**config.mk**
```make
export PLATFORM = sky130hd
export DESIGN_NAME = conv_acc_writer
export DESIGN_NICKNAME = d
export VERILOG_FILES = /design/src/rtl/conv_acc_writer.sv
export SDC_FILE = /design/constraint.sdc
export NUM_CORES = 1
export LEC_CHECK = 0
export CORE_ASPECT_RATIO = 0.75
export CORE_MARGIN = 3
export CORE_UTILIZATION = 50
export DETAILED_ROUTE_END_ITERATION = 7
export PLACE_DENSITY = 0.86
export RECOVER_POWER = 100
export SLEW_MARGIN = 20
export SYNTH_ARGS = -nofsm -noshare
export SYNTH_HDL_FRONTEND = slang
export SYNTH_SLANG_ARGS = --single-unit
```
**constraint.sdc**
```tcl
create_clock -name clk -period 7.9 [get_ports clk]
set_input_delay 0.79 -clock clk [delete_from_list [all_inputs] [get_ports clk]]
set_output_delay 0.79 -clock clk [all_outputs]
set_load 0.01 [all_outputs]
```
**src/rtl/conv_acc_writer.sv**
```systemverilog
// Convolution accumulator / output writer.
// Accumulates signed MAC products per output pixel. On en_save it adds the bias, requantizes
// (arithmetic shift, optional ReLU, saturate to int8) and issues one write per pixel with a
// ready handshake. Define CONV_ACC_RELU_EN to clamp negative results to zero before saturation.
module conv_acc_writer #(
  parameter int unsigned CONV_DIM_OUT = 32,
  parameter int unsigned CONV_OUT_CH  = 32,
  parameter int unsigned ACC_W        = 32,
  parameter int unsigned OUT_SHIFT    = 8
) (
  input  logic        clk,
  input  logic        reset,
  input  logic        en_sum,
  input  logic        en_save,
  input  logic [15:0] prod,
  input  logic [15:0] bias,
  input  logic [7:0]  i,
  input  logic [7:0]  j,
  input  logic [7:0]  k,
  input  logic        wr_ready,
  output logic        wr_en,
  output logic [15:0] wr_addr,
  output logic [7:0]  wr_data,
  output logic        stall,
  output logic [15:0] pix_cnt,
  output logic        done,
  output logic        err
);

  localparam int unsigned DimSq = CONV_DIM_OUT * CONV_DIM_OUT;
  localparam logic [15:0] LastAddr = 16'(CONV_OUT_CH * DimSq - 1);
  localparam logic signed [ACC_W-1:0] SatMax = ACC_W'(127);
  localparam logic signed [ACC_W-1:0] SatMin = ACC_W'(-128);

  typedef enum logic [1:0] {StAcc, StWrite, StDone} state_e;

  state_e                   state_q, state_d;
  logic signed [ACC_W-1:0]  acc_q, acc_d;
  logic        [15:0]       wr_addr_q, wr_addr_d;
  logic        [7:0]        wr_data_q, wr_data_d;
  logic        [15:0]       pix_cnt_q, pix_cnt_d;
  logic                     err_q, err_d;

  logic signed [ACC_W-1:0]  prod_ext, bias_ext, result, shifted, clamped;
  logic        [15:0]       addr_flat;
  logic        [7:0]        quant;

  assign prod_ext  = ACC_W'($signed(prod));
  assign bias_ext  = ACC_W'($signed(bias));
  // Address arithmetic done modulo 2^16, same as truncating the full product.
  assign addr_flat = 16'(i) * 16'(DimSq) + 16'(j) * 16'(CONV_DIM_OUT) + 16'(k);

  // Closed-pixel value and its int8 requantization (a product arriving with en_save is included).
  always_comb begin
    result  = acc_q + bias_ext + (en_sum ? prod_ext : '0);
    shifted = result >>> OUT_SHIFT;
    clamped = shifted;
`ifdef CONV_ACC_RELU_EN
    if (shifted[ACC_W-1]) clamped = '0;
`else
    clamped = shifted;
`endif
    if (clamped > SatMax)      quant = 8'h7f;
    else if (clamped < SatMin) quant = 8'h80;
    else                       quant = clamped[7:0];
  end

  // Next-state logic for the accumulate / write / done sequence.
  always_comb begin
    state_d   = state_q;
    acc_d     = acc_q;
    wr_addr_d = wr_addr_q;
    wr_data_d = wr_data_q;
    pix_cnt_d = pix_cnt_q;
    err_d     = err_q;
    unique case (state_q)
      StAcc: begin
        if (en_save) begin
          state_d   = StWrite;
          acc_d     = '0;
          wr_addr_d = addr_flat;
          wr_data_d = quant;
        end else if (en_sum) begin
          acc_d = acc_q + prod_ext;
        end
      end
      StWrite: begin
        if (wr_ready) begin
          pix_cnt_d = pix_cnt_q + 16'd1;
          state_d   = (wr_addr_q == LastAddr) ? StDone : StAcc;
        end
      end
      StDone: begin
        state_d = StDone;
      end
      default: state_d = StAcc;
    endcase
    // Upstream must not drive data while stalled; flag it and ignore the request.
    if ((state_q != StAcc) && (en_sum || en_save)) err_d = 1'b1;
  end

  // State registers with synchronous active-high reset.
  always_ff @(posedge clk) begin
    if (reset) begin
      state_q   <= StAcc;
      acc_q     <= '0;
      wr_addr_q <= '0;
      wr_data_q <= '0;
      pix_cnt_q <= '0;
      err_q     <= 1'b0;
    end else begin
      state_q   <= state_d;
      acc_q     <= acc_d;
      wr_addr_q <= wr_addr_d;
      wr_data_q <= wr_data_d;
      pix_cnt_q <= pix_cnt_d;
      err_q     <= err_d;
    end
  end

  assign wr_en   = (state_q == StWrite);
  assign stall   = (state_q != StAcc);
  assign done    = (state_q == StDone);
  assign wr_addr = wr_addr_q;
  assign wr_data = wr_data_q;
  assign pix_cnt = pix_cnt_q;
  assign err     = err_q;

endmodule

```
==> results summary <==
The met3 track demand over resource in global routing is 4.866%. The number of antenna diodes in the final layout is 0. The worst path buffer plus inverter count is 2. TritonCTS built the clock tree. The final-report setup violation count is 0. Setup repair after global routing left no endpoint under its margin. The number of library cell types mapped by synthesis is 84.

The share of layout cells above drive strength 1 came out at under 10%. The overall routed net length came out at 18270 um. The reported leakage power came out at 3.868 nW. Once the floorplan was initialized, standard cells occupied approximately 53% of the core. The relative max-transition margin is -121.6%. The biggest area contributor in the post-synthesis netlist is dfxtp_1.

The worst clock skew is approximately 0.0092 ns. The most crowded layer after global routing is met2. The startpoint type of the worst setup path is a primary input. After detailed routing, the number of remaining DRC violations is 0. Clock tree synthesis inserted a total of 9 buffers.

The net count after synthesis is about 1000. The area of the die is roughly 16000 um^2. The via count of the first global-routing pass came out at roughly 6300.

The netlist area before placement came out at about 7000 um^2. The arrival time reported for the critical path endpoint came out at 6.96 ns. The number of sinks on the clock net is 75. Once detail routing completed, the nets flagged for antenna violations numbered 0. The min-delay analysis places its worst path in the category reg -> reg. The number of iterations in the first detailed-routing pass came out at 7.

The final layout contains 1109 nets. The leading cell type in the layout, fill and taps excluded is nor2_1. The count of H-tree levels built during CTS came out at 3. In this run the worst setup path begins at prod[15]. Sequential cells were found to cover between 20% and 30% of the synthesized design area. Based on the critical path, the design can be clocked at up to 0.1480 GHz. The weighted congestion reported at the end of routability-driven placement is ~0.9. The depth of the worst hold-timing path is 2. The library cell appearing most often on the critical path is o21ai_0. Global routing used roughly a quarter of the available tracks across all layers.

The count of input and output buffers is between 100 and 150. From left edge to right edge, the die measures 143.1 um. The internal power came out at 960.7 uW. The final reports fail on capacitance limit, slew limit.

The reg-to-reg setup timing slack is between 3 and 4 ns. STA classifies the critical path endpoint as a flop. For this run, the slowest stage of the critical path takes roughly 1.1 ns. The first global-routing pass estimated between 30000 and 40000 um of wire.

The source-to-sink clock delay at the later pin of the worst-skew pair is between 0.3 and 0.4 ns. The shortest period the worst path allows came out at between 6 and 7 ns. The worst register-to-register path begins at acc_q[15].

The layout overhead on the synthesized area came out at 20.71%. The number of rows in the core area is 36. In this run the critical register-to-register path is captured at wr_data[0]. The utilization after layout came out at 63.57%. The clock network accounts for between 20% and 30% of the total power. The via total after detailed routing came out at ~6600. Dividing the final minimum period by the clock period gives between 80% and 90%. The number of max-slew violations in the final report came out at 75. The total I/O pin count is roughly 110. The met2 global-route usage is 37.90%. The highest net fanout along the worst path is 20. The library cells used most frequently in the layout, excluding fill and tap cells, are nor2_1, nand2_1, dfxtp_1. The aggregate negative setup slack is 0 ns. The average wire per cell in the routed design came out at between 15 and 20 um. The clock root buffer is clkbuf_16. The placed wire-length estimate after detailed placement came out at 14050 um.

The maximum root-to-sink buffer count came out at 2. The path with the worst hold slack has its endpoint at wr_addr[2]. The total overflow left after global routing is 0. The critical path in this run is classified as in -> reg. The count of final hold-check violations is 0. The initial antenna violation count came to 0. The flip-flop cell with the highest count after synthesis is dfxtp_1. The mean instance size in the synthesized netlist is roughly 8 um^2. The number of synthesized flops with an enable pin came out at 0. For this design, the slowest cell found on the critical path is and2_0. The power density over the cells is roughly 180 nW/um^2. The via density per instance is a little under 6.

The data required time of the worst path is 8.10 ns. For this run, the number of Yosys warnings is 0. The post-CTS resize count came out at 0.

The proportion of total power due to net switching came out at between 30% and 40%. The register bit total from synthesis is 75. Max-cap violations in this run came to 1.

The buffer count from post-CTS setup fixing is 0. The area of the placeable core came out at about 13000 um^2. The flow ran to the end, but the final reports show violations.

The startpoint identified for the worst hold timing path is wr_addr[2]. The share of power burned in registers is between 20% and 30%. The count of cells along the worst register-to-register path is 12. The worst-case vdd ir drop came out at around 0.12 mV.

For the pin with the worst max-slew slack, the measured transition is 3.323 ns. Counting flops with an async set or reset pin after synthesis yields a share of 0%. Yosys attributes the largest share of cell area to dfxtp_1, ha_1, fa_1. The area fraction of the dominant cell type after synthesis came out at between 20% and 30%. The count of routing violations after the opening detailed-route iteration is roughly 410. The floorplan step set the die height to roughly 110 um. The signal on the critical path passes through clkdlybuf4s50_1 -> buf_4 -> and2_0 -> fa_1 -> ha_1 -> a21oi_1 -> o21ai_1 -> o21ai_0 -> a31oi_1 -> o21ai_0 -> and4_1 -> nand4_4 -> o41ai_4 -> nand4_1 -> a211oi_1.

The hold buffer count at CTS came out at 0. Entering global routing, the biggest net connects 75 pins. The switching power came out at 563.0 uW. For met1 alone, demand over resource in global routing was between 30% and 40%.

The post-synthesis cell count came out at approximately 860. The clock transition at the registers of the reported paths is 0.06 ns. The combinational group share of total power came out at between 40% and 50%. Broken down by cell family, the worst path's largest delay share belongs to compound AO/OA/AOI/OAI gates.
==> through the flow <==
step | total power, mW | area, um^2 | setup WS (ns) | std cells | hold slack [ns]
finish | 1.524 | 8504 | 1.143 | 1124 | 0.4712
global route | 1.620 | 8504 | 0.8519 | 1124 | 0.5002
CTS | 1.531 | 8512 | 1.951 | 1124 | 0.4736
detailed placement | 1.076 | 8188 | 1.635 | 1108 | 0.4662
global placement | 1.061 | 8188 | 1.781 | 1108 | 0.4460
floorplan | 0.8975 | 7046 | 3.179 | 855 | 0.4796
==> kinds of logic (layout without fill, tap and decap cells) <==
logic type | after synthesis | count (layout) | synth area share, %
AO/OA/AOI/OAI | 233 | 233 | 22.96
XOR/XNOR | 64 | 64 | 8.063
adder cells (fa/ha/maj) | 100 | 100 | 21.17
buffers and inverters | 67 | 165 | 4.173
flip-flops | 75 | 75 | 21.31
multiplexers | 1 | 1 | 0.1421
AND/OR/NAND/NOR | 315 | 315 | 22.18
==> synthesized netlist by cell type (all sizes together) (20+ instances only) <==
master and instances:
nor3 21, xor2 36, dfxtp 75, nor2 98, o21ai 27, inv 40, clkbuf 20, a21oi 70
nand3 24, fa 32, xnor2 28, a21o 29, ha 68, nand2 84
==> routing by layer <==
metal | vias to the layer above | wire length [um]
met4 | 0 | 199
met2 | 213 | 8287
met3 | 22 | 1285
met1 | 3054 | 8498
li1 | 3274 | -
met5 | - | 0
==> cell type report <==
cell class	count	area (um^2)
Multi-Input combinational cell	713	5250
Fill cell	1115	4873
Sequential cell	75	1501
Timing Repair Buffer	109	1065
Clock buffer	9	225.2
Tap cell	171	214.0
Inverter	40	150.1
Clock inverter	7	98.84
==> how the worst max path moves through the flow <==
stage	slack [ns]	cells past startpoint	end
final	1.14	15	wr_data[0]
after global routing	0.85	15	wr_data[0]
after CTS	1.95	15	wr_data[0]
after detailed placement	1.64	15	wr_data[0]
after global placement	1.78	15	wr_data[0]
after floorplan	3.18	13	wr_data[0]
==> registers in the layout (all words and copies together), names as in the netlist <==
signal / cells
err: 1
wr_addr: 16
wr_data: 8
state_q: 2
acc_q: 32
pix_cnt: 16
==> power groups by stage <==
stage / clock network, mW / registers, mW / logic [mW]
after floorplan: 0 / 0.439 / 0.459
after global placement: 0 / 0.437 / 0.623
after detailed placement: 0 / 0.438 / 0.638
after CTS: 0.456 / 0.430 / 0.645
after global routing: 0.473 / 0.434 / 0.714
final: 0.449 / 0.430 / 0.646
==> worst reg2reg max path: cells and delay by family (launching register included) <==
| kind | cells | cell delay (ns) |
|---|---|---|
| simple gates | 3 | 0.61 |
| fa+ha+maj | 2 | 0.84 |
| compound gates | 7 | 2.72 |
| flops | 1 | 0.39 |
Power figures use the tool's default switching activity.
